===== src/rtl/axi_rd_arbiter.sv =====
// axi_rd_arbiter
//   Shares one single-beat AXI read port between an instruction fetch unit
//   (IFU) and a load/store unit (LSU). One downstream transaction may be
//   outstanding at a time; the FSM walks IDLE -> ADDR -> DATA -> IDLE.
//   The LSU normally has priority. After STARVE_LIMIT consecutive LSU grants
//   made while the IFU was waiting, the IFU wins the next arbitration.
//   A frontend flush masks a new IFU request. If the IFU already owns the
//   port, the flush instead makes the arbiter silently drain that fetch.
//
// Ports
//   clock, reset          : rising-edge clock, synchronous active-high reset
//   ifu_ar_* / ifu_r_*    : IFU read-address / read-data channels
//   lsu_ar_* / lsu_r_*    : LSU read-address / read-data channels
//   m_ar_* / m_r_*        : shared downstream read-address / read-data channels
//   ifu_flush             : cancels the IFU's pending or in-flight fetch
//   busy                  : high whenever a transaction is in progress
module axi_rd_arbiter #(
  parameter int unsigned STARVE_LIMIT = 4
) (
  input  logic        clock,
  input  logic        reset,
  input  logic        ifu_ar_valid,
  output logic        ifu_ar_ready,
  input  logic [31:0] ifu_ar_addr,
  output logic        ifu_r_valid,
  input  logic        ifu_r_ready,
  output logic [31:0] ifu_r_data,
  output logic [1:0]  ifu_r_resp,
  input  logic        lsu_ar_valid,
  output logic        lsu_ar_ready,
  input  logic [31:0] lsu_ar_addr,
  output logic        lsu_r_valid,
  input  logic        lsu_r_ready,
  output logic [31:0] lsu_r_data,
  output logic [1:0]  lsu_r_resp,
  output logic        m_ar_valid,
  input  logic        m_ar_ready,
  output logic [31:0] m_ar_addr,
  input  logic        m_r_valid,
  output logic        m_r_ready,
  input  logic [31:0] m_r_data,
  input  logic [1:0]  m_r_resp,
  input  logic        ifu_flush,
  output logic        busy
);

  localparam int CNT_W = $clog2(STARVE_LIMIT + 1);
  localparam logic [CNT_W-1:0] LIMIT = CNT_W'(STARVE_LIMIT);

  typedef enum logic [1:0] {IDLE, ADDR, DATA} state_e;

  state_e           state_q, state_d;
  logic             owner_ifu_q, owner_ifu_d;
  logic [31:0]      addr_q, addr_d;
  logic             discard_q, discard_d;
  logic [CNT_W-1:0] starve_cnt_q, starve_cnt_d;

  logic starve_full;
  logic grant_ifu;
  logic grant_lsu;
  logic discard_now;

  always_comb begin
    // NOTE: every signal written here gets a default first, so no path can
    // leave one unassigned and infer a latch.
    state_d      = state_q;
    owner_ifu_d  = owner_ifu_q;
    addr_d       = addr_q;
    discard_d    = discard_q;
    starve_cnt_d = starve_cnt_q;
    ifu_ar_ready = 1'b0;
    lsu_ar_ready = 1'b0;
    ifu_r_valid  = 1'b0;
    lsu_r_valid  = 1'b0;
    ifu_r_data   = '0;
    ifu_r_resp   = '0;
    lsu_r_data   = '0;
    lsu_r_resp   = '0;
    m_ar_valid   = 1'b0;
    m_ar_addr    = addr_q;
    m_r_ready    = 1'b0;
    busy         = (state_q != IDLE);

    // A flushed IFU request simply does not take part in arbitration.
    starve_full = (starve_cnt_q == LIMIT);
    grant_ifu   = ifu_ar_valid & ~ifu_flush & (~lsu_ar_valid | starve_full);
    grant_lsu   = lsu_ar_valid & ~grant_ifu;
    // A flush arriving together with the final beat must already hide that beat.
    discard_now = discard_q | (owner_ifu_q & ifu_flush);

    case (state_q)
      IDLE: begin
        ifu_ar_ready = grant_ifu;
        lsu_ar_ready = grant_lsu;
        if (grant_ifu) begin
          owner_ifu_d = 1'b1;
          addr_d      = ifu_ar_addr;
          state_d     = ADDR;
        end else if (grant_lsu) begin
          owner_ifu_d = 1'b0;
          addr_d      = lsu_ar_addr;
          state_d     = ADDR;
        end
      end
      ADDR: begin
        m_ar_valid = 1'b1;
        // The address phase is never retracted, even after a flush.
        if (owner_ifu_q && ifu_flush) discard_d = 1'b1;
        if (m_ar_ready) state_d = DATA;
      end
      DATA: begin
        if (owner_ifu_q) begin
          ifu_r_valid = m_r_valid & ~discard_now;
          ifu_r_data  = m_r_data;
          ifu_r_resp  = m_r_resp;
          m_r_ready   = discard_now | ifu_r_ready;
        end else begin
          lsu_r_valid = m_r_valid;
          lsu_r_data  = m_r_data;
          lsu_r_resp  = m_r_resp;
          m_r_ready   = lsu_r_ready;
        end
        if (discard_now) discard_d = 1'b1;
        if (m_r_valid && m_r_ready) begin
          state_d   = IDLE;
          discard_d = 1'b0;
        end
      end
      default: state_d = IDLE;
    endcase

    // Starvation counts LSU wins over a waiting IFU. A grant only happens in
    // IDLE, and the ready it raises always meets a valid.
    if (!ifu_ar_valid) begin
      starve_cnt_d = '0;
    end else if (state_q == IDLE && grant_ifu) begin
      starve_cnt_d = '0;
    end else if (state_q == IDLE && grant_lsu && !starve_full) begin
      starve_cnt_d = starve_cnt_q + CNT_W'(1);
    end

    // Handshake outputs stay quiet for the whole reset, including mid-transaction.
    if (reset) begin
      ifu_ar_ready = 1'b0;
      lsu_ar_ready = 1'b0;
      ifu_r_valid  = 1'b0;
      lsu_r_valid  = 1'b0;
      m_ar_valid   = 1'b0;
      m_r_ready    = 1'b0;
      busy         = 1'b0;
    end
  end

  // NOTE: sequential state uses non-blocking assignments only, so every flop
  // samples its _d value as it stood before the edge.
  always_ff @(posedge clock) begin
    if (reset) begin
      state_q      <= IDLE;
      owner_ifu_q  <= 1'b0;
      // NOTE: the latched address is datapath, but it is cleared on reset so
      // m_ar_addr never shows a stale address from before the reset.
      addr_q       <= '0;
      discard_q    <= 1'b0;
      starve_cnt_q <= '0;
    end else begin
      state_q      <= state_d;
      owner_ifu_q  <= owner_ifu_d;
      addr_q       <= addr_d;
      discard_q    <= discard_d;
      starve_cnt_q <= starve_cnt_d;
    end
  end

endmodule


===== config.mk =====
export PLATFORM = sky130hd
export DESIGN_NAME = axi_rd_arbiter
export DESIGN_NICKNAME = d
export VERILOG_FILES = /design/src/rtl/axi_rd_arbiter.sv
export SDC_FILE = /design/constraint.sdc
export NUM_CORES = 1
export LEC_CHECK = 0
export CAP_MARGIN = 10
export CORE_MARGIN = 2
export CORE_UTILIZATION = 28
export DETAILED_ROUTE_END_ITERATION = 6
export PLACE_DENSITY = 0.78
export SYNTH_ARGS = -nofsm -noshare
export SYNTH_HDL_FRONTEND = slang
export SYNTH_SLANG_ARGS = --single-unit

===== constraint.sdc =====
create_clock -name clock -period 1.5 [get_ports clock]
set_clock_uncertainty 0.05 [all_clocks]
set_input_delay 0.3 -clock clock [delete_from_list [all_inputs] [get_ports clock]]
set_output_delay 0.3 -clock clock [all_outputs]
set_load 0.05 [all_outputs]

Word level (Yosys, flattened, before mapping)
Cells that the tools add are included.
{ "op_classes": {"n_mul": 0, "order_cmp": 0, "n_mux": 38, "shift": 0, "n_addsub": 1, "n_eq_ne": 8, "bitwise_logic": 13, "n_reduce_logical": 14, "div": 0} }
{ "ops": {"columns": ["cell", "count"], "rows": [
  ["32-bit two-way mux", 6],
  ["1-bit two-way mux", 22],
  ["2-bit two-way mux", 8],
  ["2-bit inequality test, second input constant", 3],
  ["3-bit inequality test, second input constant", 2],
  ["2-bit one-hot mux with 3 select lines", 1],
  ["3-bit AND reduction", 2],
  ["2-bit nonzero test", 3],
  ["1-bit AND", 5],
  ["1-bit logical AND", 5],
  ["1-bit NOT", 5],
  ["3-bit by 1-bit adder with 3-bit output, second input constant", 1],
  ["3-bit equality test, second input constant", 1],
  ["1-bit OR", 3],
  ["3-bit OR reduction", 1],
  ["2-bit by 1-bit equality test with 1-bit output, second input constant", 1],
  ["2-bit equality test, second input constant", 1],
  ["2-bit logical NOT", 1],
  ["1-bit one-hot mux with 2 select lines", 1],
  ["2-bit AND reduction", 1],
  ["1-bit logical NOT", 1]
]} }
{ "word_totals": {"ff_bits": 39, "elab_cells": 79, "mem_bits_ro": 0, "latch_bits": 0, "out_inout_bits": 107, "inputBits": 107, "mem_bits_rw": 0, "memories": 0} }

Logic depth before layout (Yosys ltp)
Gate-level depths: netlist of the first run.
{ "depth": {"depth_word": 8, "ltp_mapped": 8, "depth_no_buf": 6} }

Least setup slack after synthesis of the first run
Ideal clock, no wire load.
{ "synth_timing": {"path_kind": "flip-flop to output port", "startpoint": "register state_q[1]", "endpoint": "output port m_r_ready", "path_stages_with_launch": 5, "t_arrival_ns": 1.949, "path_buffers": 1, "required_ns": 1.150, "path_slack_ns": -0.799, "path_cell_list": "dfxtp_1 nor2b_1 buf_2 o21ai_0 nor3_1"} }
{ "synth_via": {"elab_chain_cells": 3} }
{ "synth_rtl": {"columns": ["element", "line_no", "source"], "rows": [
  ["from (decl)", "52", "state_e state_q, state_d;"],
  ["from (signal assigned)", "166", "state_q <= state_d;"],
  ["2-bit equality test", "91", "case (state_q)"],
  ["1-bit two-way mux", "91", null],
  ["1-bit two-way mux", "143", "if (reset) begin"],
  ["to (decl)", "40", "output logic m_r_ready,"]
]} }
No other way between the ends.

Worst setup path in the final report of the first run
{ "layout_timing": {"startpoint": "register state_q[1]", "endpoint": "output port lsu_r_data[4]"} }
{ "layout_via": {"elab_chain_cells": 2} }
{ "layout_rtl": {"columns": ["element", "line_no", "source"], "rows": [
  ["2-bit equality test", "91", null],
  ["32-bit two-way mux", "91", null],
  ["to (decl)", "34", "output logic [31:0] lsu_r_data,"]
]} }
No other way between the ends.

==> impl_results.rst, run 1 <==
.. list-table::
   :header-rows: 1

   * - Metric
     - Value
   * - Status
     - finished with violations
   * - Violated checks
     - negative setup slack
   * - Buffer type at the clock tree root
     - sky130_fd_sc_hd__clkbuf_8
   * - Post-synthesis net count
     - 422
   * - Crit path launch type
     - register
   * - Post-synth top area share
     - 33.8%
   * - Max Transition Viols Final
     - 0
   * - Netlist area before placement
     - 2310 um^2
   * - Yosys top cell by area
     - sky130_fd_sc_hd__dfxtp_1
   * - Worst min-delay path class
     - reg2reg
   * - Post-synthesis share of cell area spent on full adders, half adders and majority gates
     - around 1.1%
   * - Fmax achieved
     - ~0.54 GHz
   * - Launch instance of the worst register-to-register path
     - state_q[1]$_SDFFE_PP0P_
   * - Synthesized area per cell
     - 7.38 um^2
   * - R2R cell count
     - 9
   * - Maximum number of pins on one net before global-route repair
     - 35
   * - Dominant combinational cell family by area after synthesis
     - simple AND/OR/NAND/NOR gates
   * - Area growth from synthesis to layout
     - 207%
   * - Setup TNS after final layout
     - -29850 ps
   * - Detailed-route vias per instance
     - 5.29
   * - Antenna violations before repair
     - 0
   * - Die H
     - 94.9 um
   * - Clock slew at reported path FFs
     - 80 ps
   * - Number of sinks on the clock net
     - 39
   * - Max transition margin
     - 61.7%
   * - IO buf count
     - 213
   * - Global-route wire length before repair
     - about 20000 um
   * - Worst-case setup margin in the final layout
     - -366 ps
   * - Number of register bits inferred by synthesis
     - 39
   * - CP arrival
     - between 1500 and 2000 ps
   * - Initial Utilization
     - between 20% and 30%
   * - Post-Syn Instances
     - approximately 310
   * - Total global routing track utilization
     - between 30 and 40%
   * - Sequential fraction of the synthesis area
     - 33.8%
   * - Share of final-layout standard cells stronger than drive strength 1
     - 55.1%
   * - Most instantiated cells after synthesis
     - sky130_fd_sc_hd__nand2_1, sky130_fd_sc_hd__dfxtp_1, sky130_fd_sc_hd__and3_1
   * - Reg2Reg Setup Slack
     - -240 ps
   * - Unrepaired setup endpoints after global routing
     - true
   * - Portion of the clock cycle consumed by the worst path in the final layout
     - 124%
   * - Synth top area cells
     - sky130_fd_sc_hd__dfxtp_1, sky130_fd_sc_hd__nand2_1, sky130_fd_sc_hd__and3_1
   * - Width of the die
     - 94.9 um
   * - I/O pin count
     - 214
   * - Path type of the worst setup path
     - reg2out
   * - Number of antenna diodes
     - 0
   * - Total power consumption of the routed design
     - 4.51 mW
   * - Top FF cell, synth
     - sky130_fd_sc_hd__dfxtp_1
   * - Clk Latency, worst-skew pair
     - 280 ps
   * - Compound-gate portion of the synthesized area
     - between 10% and 20%
   * - Top-count cell post-synth
     - sky130_fd_sc_hd__nand2_1
   * - Detail Route Antenna Nets
     - 0
   * - Beginning of the critical path
     - state_q[1]$_SDFFE_PP0P_
   * - Maximum resistive drop on vdd
     - around 0.61 mV
   * - Number of distinct library cells after synthesis
     - 34
   * - Simple logic cell fraction of the synthesized area
     - 36.4%
   * - Num rows
     - 33
   * - Mux share of post-synthesis cell area
     - 0.433%
   * - Half-perimeter wire length after placement
     - 8700 um
   * - CTS Buf Count
     - 5
   * - Number of buffers on the longest clock path
     - 2
   * - Clock tree from TritonCTS
     - done
   * - Capturing point of the worst reg2reg path
     - m_ar_addr[24]$_SDFFE_PP0P_
   * - Share of synthesized flip-flops with an asynchronous set or reset
     - 0%
   * - Via count of the first global-routing pass
     - 3728
   * - Routed wire length
     - 15500 um
   * - Core area
     - 8090 um^2
   * - Area share of xor/xnor cells in the synthesized design
     - less than 1%
   * - Count of routing violations after the opening detailed-route iteration
     - 165
   * - Actual transition at the worst max-transition pin
     - 575 ps
   * - Top fanout value on the critical path
     - 8
   * - Synthesis Warnings
     - 0
   * - Post-route DRC violation count
     - 0
   * - Placer congestion estimate
     - 0.815
   * - Final Hold Violating Endpoints
     - 0
   * - Setup violation total in the final timing report
     - 110
   * - Initial DRT Pass Iterations
     - 4
   * - Die area
     - roughly 9000 um^2
   * - Type of element capturing the critical path
     - output pin
   * - Standby leakage power
     - between 2 and 3 nW
   * - Number of violations of the max-capacitance limit
     - 0
   * - Deepest level of the CTS H-tree
     - 2
   * - Final routed wire length divided by cell count
     - between 20 and 25 um
   * - Number of nets in the final layout
     - 680
   * - Total via count in the routed design
     - 3581
   * - Capturing element of the worst setup path
     - lsu_r_data[4]
   * - Worst slack after detailed placement
     - -445 ps
   * - Count of flip-flops with a built-in enable after synthesis
     - 0
   * - Leftover overflow at the end of global routing
     - 0
   * - Final worst path period need
     - between 1500 and 2000 ps
   * - Power Dens Cells
     - 635 nW/um^2
   * - Required time at the endpoint of the critical path
     - 1150 ps
critical path, cell delays in order (launching register included):
cell and delay, ps:
sky130_fd_sc_hd__dfxtp_4 340, sky130_fd_sc_hd__nor2b_4 150, sky130_fd_sc_hd__and2b_4 200, sky130_fd_sc_hd__buf_12 130
sky130_fd_sc_hd__buf_12 110, sky130_fd_sc_hd__and2_4 160, sky130_fd_sc_hd__buf_12 140
kinds of logic after synthesis:
family	after synthesis
xor gates and xnor gates	1
AOI/OAI and AO/OA	77
adders and majority gates	2
buffers and inverters	33
muxes	1
DFF	39
and+or+nand+nor	160
stage by stage:
step	utilization, %	hold slack (ps)	cells	area, um^2
after CTS	84.3	507	667	6820
after floorplan	-	368	313	2610
after global placement	73.6	489	627	5960
final	87.8	514	677	7110
after global routing	87.8	518	677	7110
after detailed placement	73.6	500	627	5960
layer usage:
metal  global-route usage [%]  wire length (um)  part of all wire [%]
met1                     30.5              5350                    35
met2                     58.4              8240                    53
met3                     9.34              1440                   9.3
met4                     8.21               472                   3.0
met5                        0                 0                     0
final cells by class:
class                   count  area [um^2]
clock buffers               6         72.6
clock inverters             2         11.3
fillers                   335          987
inverters                   3         11.3
multi-input cells         242         1950
flip-flops and latches     39          792
well taps                 105          131
repair buffers            280         4140
sequential cells by signal (all words and copies together), names as in the netlist:
signal and flops:
m_ar_addr 32, starve_cnt_q 3, state_q 2, discard_q 1, owner_ifu_q 1
placed cells by master (no fill, tap or decap), types with 2 or more instances in the layout:
cell type	count
sky130_fd_sc_hd__buf_12	119
sky130_fd_sc_hd__clkdlybuf4s50_1	103
sky130_fd_sc_hd__nand2_1	65
sky130_fd_sc_hd__and2_4	34
sky130_fd_sc_hd__dfxtp_1	34
sky130_fd_sc_hd__and3_4	32
sky130_fd_sc_hd__a31oi_1	32
sky130_fd_sc_hd__o21ai_2	27
sky130_fd_sc_hd__buf_4	25
sky130_fd_sc_hd__buf_6	16
sky130_fd_sc_hd__buf_16	9
sky130_fd_sc_hd__o21ai_4	6
sky130_fd_sc_hd__clkbuf_8	5
sky130_fd_sc_hd__and3_2	4
sky130_fd_sc_hd__nor2_4	4
sky130_fd_sc_hd__o21ai_0	3
sky130_fd_sc_hd__nor2_1	3
sky130_fd_sc_hd__dlygate4sd2_1	3
sky130_fd_sc_hd__dfxtp_2	3
sky130_fd_sc_hd__inv_2	2
sky130_fd_sc_hd__a31oi_4	2
sky130_fd_sc_hd__nor3_1	2
sky130_fd_sc_hd__clkbuf_16	2
sky130_fd_sc_hd__dfxtp_4	2
sky130_fd_sc_hd__buf_8	2
worst min-delay path by stage:
stage                                          start                    endpoint  slack, ps  cells past startpoint
after floorplan                           m_ar_ready     state_q[0]$_SDFFE_PP0P_        370                      1
after global placement    m_ar_addr[18]$_SDFFE_PP0P_  m_ar_addr[18]$_SDFFE_PP0P_        490                      2
after detailed placement  m_ar_addr[18]$_SDFFE_PP0P_  m_ar_addr[18]$_SDFFE_PP0P_        500                      2
after CTS                             ifu_ar_addr[7]   m_ar_addr[7]$_SDFFE_PP0P_        510                      3
after global routing                 ifu_ar_addr[22]  m_ar_addr[22]$_SDFFE_PP0P_        520                      3
final                      m_ar_addr[9]$_SDFFE_PP0P_   m_ar_addr[9]$_SDFFE_PP0P_        510                      2
power by group:
| part | switching [mW] | total, mW | leakage [nW] | internal (mW) |
|---|---|---|---|---|
| Clock | 0.390 | 0.717 | 0.0455 | 0.327 |
| Sequential | 0.153 | 1.30 | 0.325 | 1.15 |
| Combinational | 1.18 | 2.49 | 2.49 | 1.32 |
what timing repair did:
action                                  in CTS  in global routing
buffers inserted                            23                 12
pin swaps                                   36                  9
cloned                                      14                  4
resized for setup                           95                 63
hold buffers                                 0                  0
endpoints found under the setup margin     111                112
Power figures use the tool's default switching activity.
==> run 2: changes to the inputs <==
--- a/config.mk
+++ b/config.mk
@@ -6,7 +6,7 @@
 export NUM_CORES = 1
 export LEC_CHECK = 0
 export CAP_MARGIN = 10
-export CORE_MARGIN = 2
+export CORE_MARGIN = 1.5
 export CORE_UTILIZATION = 28
 export DETAILED_ROUTE_END_ITERATION = 6
 export PLACE_DENSITY = 0.78
==> run 2 against run 1 <==
  * The run still ends with negative setup slack left
  * Count of clock-buffer cells in the layout decreased by 1
  * Combinational power decreased by 10%
  * Sequential power about the same
  * Total power decreased by 5.8%
  * Via count decreased by 2.8%
  * Utilization decreased by 2.6 points
  * Global-route usage decreased by 2.7 points
  * Sequential share of layout area increased by 0.67 points
  * First-iteration DRC count decreased by 45%
  * Register-to-register slack improved by 90 ps
  * Critical path depth decreased by 1
  * Flip-flop and latch count unchanged
  * Largest cell class unchanged
==> impl_results.rst, run 2 (same netlist as run 1, synthesis figures left out) <==
.. list-table::
   :header-rows: 1

   * - Metric
     - Value
   * - Status
     - finished with violations (unchanged)
   * - Violated checks
     - negative setup slack (unchanged)
   * - Num rows
     - 32 (was 33)
   * - Detailed-routed wire length on met2
     - 6660 um (was 8240 um)
   * - Total power consumption of the routed design
     - 4.25 mW (was 4.51 mW)
   * - Clock tree from TritonCTS
     - done (unchanged)
   * - CTS Buf Count
     - 5 (unchanged)
   * - Area growth from synthesis to layout
     - 189% (was 207%)
   * - Clock slew at reported path FFs
     - 100 ps (was 80 ps)
   * - Met3 wire len
     - 1300 um (was 1440 um)
   * - IO buf count
     - 213 (unchanged)
   * - Leading cell types in the layout, fill and taps excluded
     - sky130_fd_sc_hd__buf_12, sky130_fd_sc_hd__clkdlybuf4s50_1, sky130_fd_sc_hd__nand2_1, sky130_fd_sc_hd__buf_4, sky130_fd_sc_hd__dfxtp_1 (was sky130_fd_sc_hd__buf_12, sky130_fd_sc_hd__clkdlybuf4s50_1, sky130_fd_sc_hd__nand2_1, sky130_fd_sc_hd__and2_4, sky130_fd_sc_hd__dfxtp_1)
   * - Post-route DRC violation count
     - 0 (unchanged)
   * - Ordered cell list for the critical path
     - nor2b_4, and2b_4, clkbuf_16, and2_4, buf_12 (was nor2b_4, and2b_4, buf_12, buf_12, and2_4, buf_12)
   * - Number of antenna diodes
     - 0 (unchanged)
   * - Power Dens Cells
     - 636 nW/um^2 (was 635 nW/um^2)
   * - Filler Cells Inserted
     - 381 (was 335)
   * - Core area
     - 7850 um^2 (was 8090 um^2)
   * - Half-perimeter wire length after placement
     - 8550 um (was 8700 um)
   * - Antenna violations before repair
     - 0 (unchanged)
   * - Initial DRT Pass Iterations
     - 5 (was 4)
   * - Worst-case setup margin in the final layout
     - -376 ps (was -366 ps)
   * - Required time at the endpoint of the critical path
     - 1150 ps (about the same)
   * - Via count of the first global-routing pass
     - 3557 (was 3728)
   * - Portion of the clock cycle consumed by the worst path in the final layout
     - 125% (was 124%)
   * - Die area
     - 8810 um^2 (was 9000 um^2)
   * - Buffer type at the clock tree root
     - sky130_fd_sc_hd__clkbuf_8 (unchanged)
   * - Final Hold Violating Endpoints
     - 0 (unchanged)
   * - Number of violations of the max-capacitance limit
     - 0 (unchanged)
   * - Crit path launch type
     - register (unchanged)
   * - Initial Utilization
     - 29.4% (was 28.6%)
   * - Global-route wire length before repair
     - 18700 um (was 20400 um)
   * - Maximum resistive drop on vdd
     - 0.722 mV (was 0.610 mV)
   * - Max Transition Viols Final
     - 0 (unchanged)
   * - Final routed wire length divided by cell count
     - 19.4 um (was 22.9 um)
   * - Placed cell area
     - 5980 um^2 (was 5960 um^2)
   * - Number of sinks on the clock net
     - 39 (unchanged)
   * - Top fanout value on the critical path
     - 8 (unchanged)
   * - Leftover overflow at the end of global routing
     - 0 (unchanged)
   * - Top metal layer carrying routed signals
     - met4 (unchanged)
   * - Reg2Reg Setup Slack
     - -150 ps (was -240 ps)
   * - Post-route cell area
     - 6680 um^2 (was 7110 um^2)
   * - Path type of the worst setup path
     - reg2out (unchanged)
   * - Width of the die
     - 93.9 um (was 94.9 um)
   * - Final core utilization
     - 85.2% (was 87.8%)
   * - CP arrival
     - 1530 ps (was 1520 ps)
   * - Leading cell type in the layout, fill and taps excluded
     - sky130_fd_sc_hd__buf_12 (unchanged)
   * - Slowest cell on the critical path
     - sky130_fd_sc_hd__dfxtp_4 (unchanged)
   * - Actual transition at the worst max-transition pin
     - 384 ps (was 575 ps)
   * - Largest incremental delay on the critical path
     - 340 ps (about the same)
   * - Total global routing track utilization
     - 27.4% (was 30.0%)
   * - Standby leakage power
     - 2.75 nW (was 2.86 nW)
   * - Unrepaired setup endpoints after global routing
     - true (unchanged)
   * - Max transition margin
     - 73.7% (was 61.7%)
   * - Number of buffers on the longest clock path
     - 2 (unchanged)
   * - Routed wire length
     - 12900 um (was 15500 um)
   * - Total via count in the routed design
     - 3482 (was 3581)
   * - Fmax achieved
     - 0.533 GHz (was 0.536 GHz)
   * - Clk Latency, worst-skew pair
     - 290 ps (was 280 ps)
   * - Die H
     - 93.9 um (was 94.9 um)
   * - Count of routing violations after the opening detailed-route iteration
     - 90 (was 165)
   * - Setup violation total in the final timing report
     - 109 (was 110)
   * - Detailed-route vias per instance
     - 5.24 (was 5.29)
   * - Deepest level of the CTS H-tree
     - 2 (unchanged)
   * - Type of element capturing the critical path
     - output pin (unchanged)
   * - Detail Route Antenna Nets
     - 0 (unchanged)
   * - M1 wire length
     - 4490 um (was 5350 um)
   * - Share of final-layout standard cells stronger than drive strength 1
     - 51.9% (was 55.1%)
   * - Maximum number of pins on one net before global-route repair
     - 39 (was 35)
   * - Number of nets in the final layout
     - 671 (was 680)
   * - I/O pin count
     - 214 (unchanged)
   * - Worst min-delay path class
     - in2reg (was reg2reg)
   * - Final worst path period need
     - 1880 ps (was 1870 ps)
   * - Flip-flop count of the largest register, all copies and words added
     - 32 (unchanged)
   * - Placer congestion estimate
     - 0.861 (was 0.815)
   * - Hold Buf Count CTS
     - 0 (unchanged)
## run 2: cell count changes in the layout (fill, tap and decap cells not counted), moves of 4 or more
cell                      change
sky130_fd_sc_hd__and3_2      +12
sky130_fd_sc_hd__and3_4      -12
sky130_fd_sc_hd__buf_12       -4
sky130_fd_sc_hd__buf_16       -6
sky130_fd_sc_hd__buf_4       +12
sky130_fd_sc_hd__buf_6        -9
sky130_fd_sc_hd__nand2_1     -20
sky130_fd_sc_hd__nand2_2     +15
sky130_fd_sc_hd__nand2_4      +5
sky130_fd_sc_hd__o21ai_0     +30
sky130_fd_sc_hd__o21ai_2     -26
sky130_fd_sc_hd__o21ai_4      -6
## run 2: power breakdown
group | switching [mW] | internal, mW
Clock | 0.422 | 0.333
Combinational | 1.06 | 1.17
Sequential | 0.118 | 1.15
## run 2: metrics by stage
| stage | worst slack [ps] | TNS, ps | cells | hold WS, ps |
|---|---|---|---|---|
| after floorplan | -148 | -966 | 313 | 368 |
| after detailed placement | -404 | -18450 | 628 | 501 |
| after global placement | -374 | -15720 | 628 | 491 |
| after CTS | -357 | -27550 | 655 | 484 |
| after global routing | -425 | -29620 | 665 | 508 |
| final | -376 | -23620 | 665 | 502 |
## run 2: final timing paths
kind                           startpoint                         end  cells after the start
max reg2reg  starve_cnt_q[1]$_SDFFE_PP0P_  m_ar_addr[13]$_SDFFE_PP0P_                      9
min                        ifu_ar_addr[9]   m_ar_addr[9]$_SDFFE_PP0P_                      3
max               state_q[1]$_SDFFE_PP0P_              lsu_r_data[18]                      5
min reg2reg     m_ar_addr[3]$_SDFFE_PP0P_   m_ar_addr[3]$_SDFFE_PP0P_                      2
## run 2: routing by layer
metal  GRT usage (%)  up-vias
met5               0        -
met4            8.96        0
met3            9.71       36
met2            50.7      206
met1            28.4     1647
li1                -     1593
## run 2: final cells by class
type                            count  area, um^2  share of cell area [%]
Clock inverter                      3        23.8                   0.356
Tap cell                          102         128                    1.91
Sequential cell                    39         790                    11.8
Clock buffer                        5        68.8                    1.03
Timing Repair Buffer              271        3880                    58.0
Multi-Input combinational cell    242        1790                    26.7
Inverter                            3        11.3                   0.169
## run 2: worst max-delay path, delay by kind of cell, from the launching register on
family        cells  cell delay (ps)
buf+inv           2              300
flops             1              340
simple gates      3              580
## run 2: repair_timing
action,4_1_cts,5_1_grt
endpoints found under the setup margin,110,112
pin swaps,60,38
resized for setup,58,22
setup buffers,12,13
cloned,7,2
==> run 3: changes to the inputs <==
--- a/config.mk
+++ b/config.mk
@@ -10,6 +10,7 @@
 export CORE_UTILIZATION = 28
 export DETAILED_ROUTE_END_ITERATION = 6
 export PLACE_DENSITY = 0.78
+export REMOVE_ABC_BUFFERS = 1
 export SYNTH_ARGS = -nofsm -noshare
 export SYNTH_HDL_FRONTEND = slang
 export SYNTH_SLANG_ARGS = --single-unit
==> run 3 against run 2 <==
  * Combinational power shrank 6%
  * Global-route usage shrank 0.13 points
  * Non-clock buffer count shrank 7
  * First-iteration DRC count grew 86%
  * The flow still finishes with violations (negative setup slack)
  * Count of clock-buffer cells in the layout grew 1
==> impl_results.rst, run 3 (same netlist as run 1, synthesis figures left out) <==
.. list-table::
   :header-rows: 1

   * - Metric
     - Value
   * - CTS Buf Count
     - 5 (unchanged)
   * - Total global routing track utilization
     - 27.2% (was 27.4%)
   * - Post-route DRC violation count
     - 0 (unchanged)
   * - Grt met3 use
     - 8.33% (was 9.71%)
   * - Multi-input combinational cell area
     - 1740 um^2 (was 1790 um^2)
   * - Fmax achieved
     - 0.529 GHz (was 0.533 GHz)
   * - Top fanout value on the critical path
     - 7 (was 8)
   * - Setup violation total in the final timing report
     - 113 (was 109)
   * - Global-route wire length before repair
     - 18300 um (was 18700 um)
   * - Portion of the clock cycle consumed by the worst path in the final layout
     - 126% (was 125%)
   * - Status
     - finished with violations (unchanged)
   * - Filler Cells Inserted
     - 434 (was 381)
   * - Leftover overflow at the end of global routing
     - 0 (unchanged)
   * - Type of element capturing the critical path
     - output pin (unchanged)
   * - GR Layer Usage met1
     - 24.8% (was 28.4%)
   * - Max Transition Viols Final
     - 0 (unchanged)
   * - Number of nets in the final layout
     - 663 (was 671)
   * - Largest incremental delay on the critical path
     - 330 ps (was 340 ps)
   * - Violated checks
     - negative setup slack (unchanged)
   * - Routed wire length
     - 14000 um (was 12900 um)
   * - IO buf count
     - 213 (unchanged)
   * - Maximum number of pins on one net before global-route repair
     - 37 (was 39)
   * - Detail Route Antenna Nets
     - 0 (unchanged)
   * - Ordered cell list for the critical path
     - nor2b_4, and2b_4, buf_6, and3_4, buf_12 (was nor2b_4, and2b_4, clkbuf_16, and2_4, buf_12)
   * - CP arrival
     - 1540 ps (was 1530 ps)
   * - Worst-case setup margin in the final layout
     - -392 ps (was -376 ps)
   * - Clock tree from TritonCTS
     - done (unchanged)
   * - Max transition margin
     - 77.5% (was 73.7%)
   * - Non-filler instance count after layout
     - 660 (was 665)
   * - Width of the die
     - 93.9 um (unchanged)
   * - Flip-flop count of the largest register, all copies and words added
     - 32 (unchanged)
   * - Num rows
     - 32 (unchanged)
   * - Leading cell type in the layout, fill and taps excluded
     - sky130_fd_sc_hd__buf_12 (unchanged)
   * - Die H
     - 93.9 um (unchanged)
   * - Unrepaired setup endpoints after global routing
     - true (unchanged)
   * - Antenna violations before repair
     - 1 (was 0)
   * - I/O pin count
     - 214 (unchanged)
   * - Core area
     - 7850 um^2 (unchanged)
   * - Required time at the endpoint of the critical path
     - 1150 ps (about the same)
   * - Number of sinks on the clock net
     - 39 (unchanged)
   * - Maximum resistive drop on vdd
     - 0.557 mV (was 0.722 mV)
   * - Register cell area after layout
     - 788 um^2 (was 790 um^2)
   * - Crit path launch type
     - register (unchanged)
   * - Leading cell types in the layout, fill and taps excluded
     - sky130_fd_sc_hd__buf_12, sky130_fd_sc_hd__clkdlybuf4s50_1, sky130_fd_sc_hd__nand2_1, sky130_fd_sc_hd__and3_4, sky130_fd_sc_hd__dfxtp_1 (was sky130_fd_sc_hd__buf_12, sky130_fd_sc_hd__clkdlybuf4s50_1, sky130_fd_sc_hd__nand2_1, sky130_fd_sc_hd__buf_4, sky130_fd_sc_hd__dfxtp_1)
   * - Busiest grt layer
     - met2 (unchanged)
   * - Area growth from synthesis to layout
     - 182% (was 189%)
   * - Final core utilization
     - 83.0% (was 85.2%)
   * - Actual transition at the worst max-transition pin
     - 337 ps (was 384 ps)
   * - Standby leakage power
     - 2.64 nW (was 2.75 nW)
   * - Worst min-delay path class
     - in2reg (unchanged)
   * - Worst slack after detailed placement
     - -453 ps (was -404 ps)
   * - Deepest level of the CTS H-tree
     - 2 (unchanged)
   * - Clock slew at reported path FFs
     - 80 ps (was 100 ps)
   * - Buffer type at the clock tree root
     - sky130_fd_sc_hd__clkbuf_8 (unchanged)
   * - Initial DRT Pass Iterations
     - 4 (was 5)
   * - Power Dens Cells
     - 634 nW/um^2 (was 636 nW/um^2)
   * - Placer congestion estimate
     - 0.756 (was 0.861)
   * - Final routed wire length divided by cell count
     - 21.2 um (was 19.4 um)
   * - Path type of the worst setup path
     - reg2out (unchanged)
   * - Number of violations of the max-capacitance limit
     - 0 (unchanged)
   * - Detailed-route vias per instance
     - 5.24 (about the same)
   * - Initial Utilization
     - 29.4% (unchanged)
   * - Met2 layer usage reported by global route
     - 52.5% (was 50.7%)
   * - Post-Route Hold Slack
     - 441 ps (was 502 ps)
   * - Slowest cell on the critical path
     - sky130_fd_sc_hd__dfxtp_2 (was sky130_fd_sc_hd__dfxtp_4)
   * - Dpl cells
     - 632 (was 628)
   * - Final worst path period need
     - 1890 ps (was 1880 ps)
   * - Clk Latency, worst-skew pair
     - 290 ps (about the same)
   * - Number of buffers on the longest clock path
     - 2 (unchanged)
   * - Die area
     - 8810 um^2 (unchanged)
   * - Total via count in the routed design
     - 3460 (was 3482)
   * - Half-perimeter wire length after placement
     - 9160 um (was 8550 um)
   * - Count of routing violations after the opening detailed-route iteration
     - 167 (was 90)
   * - Final Hold Violating Endpoints
     - 0 (unchanged)
   * - Share of final-layout standard cells stronger than drive strength 1
     - 47.6% (was 51.9%)
   * - Via count of the first global-routing pass
     - 3479 (was 3557)
## run 3: cell type report
cell class | count | area share [%]
multi-input combinational | 241 | 26.7
clock buffer | 6 | 1.27
tap | 102 | 1.96
inverter | 3 | 0.173
clock inverter | 2 | 0.211
antenna | 3 | 0.115
timing repair buffer | 264 | 57.4
sequential | 39 | 12.1
## run 3: stage by stage
stage	instance area (um^2)	power, mW	setup TNS [ps]
finish	6510	4.13	-26700
global route	6510	4.29	-33940
CTS	6240	4.05	-26430
detailed placement	5780	3.17	-17570
global placement	5780	3.12	-14990
floorplan	2140	2.00	-96820
## run 3: worst max-delay path: cells and delay by family (launching register included)
family,cells,cell delay [ps]
flip-flops,1,330
AND/OR/NAND/NOR,3,630
buffers and inverters,2,280
## run 3: power by group
part | switching, mW | internal (mW)
registers | 0.116 | 1.15
clock network | 0.391 | 0.376
logic | 1.02 | 1.07
total | 1.53 | 2.60
## run 3: final timing paths
path | depth (start not counted) | slack (ps) | start | end
max | 5 | -390 | state_q[1]$_SDFFE_PP0P_ | lsu_r_valid
min | 4 | 440 | ifu_ar_valid | starve_cnt_q[0]$_SDFFE_PP0P_
max reg2reg | 8 | -230 | starve_cnt_q[0]$_SDFFE_PP0P_ | m_ar_addr[1]$_SDFFE_PP0P_
min reg2reg | 1 | 500 | owner_ifu_q$_SDFFE_PP0P_ | owner_ifu_q$_SDFFE_PP0P_
## run 3: timing repair
action	4_1_cts	5_1_grt
cloned	2	4
resized for setup	87	44
setup buffers	11	4
setup endpoints to repair	113	113
hold buffers	0	0
pin swaps	19	17
## run 3: routing by layer
layer	up-vias	routed length (um)
met5	-	0
met4	0	696
met3	49	1080
met2	191	7630
met1	1645	4590
li1	1575	-
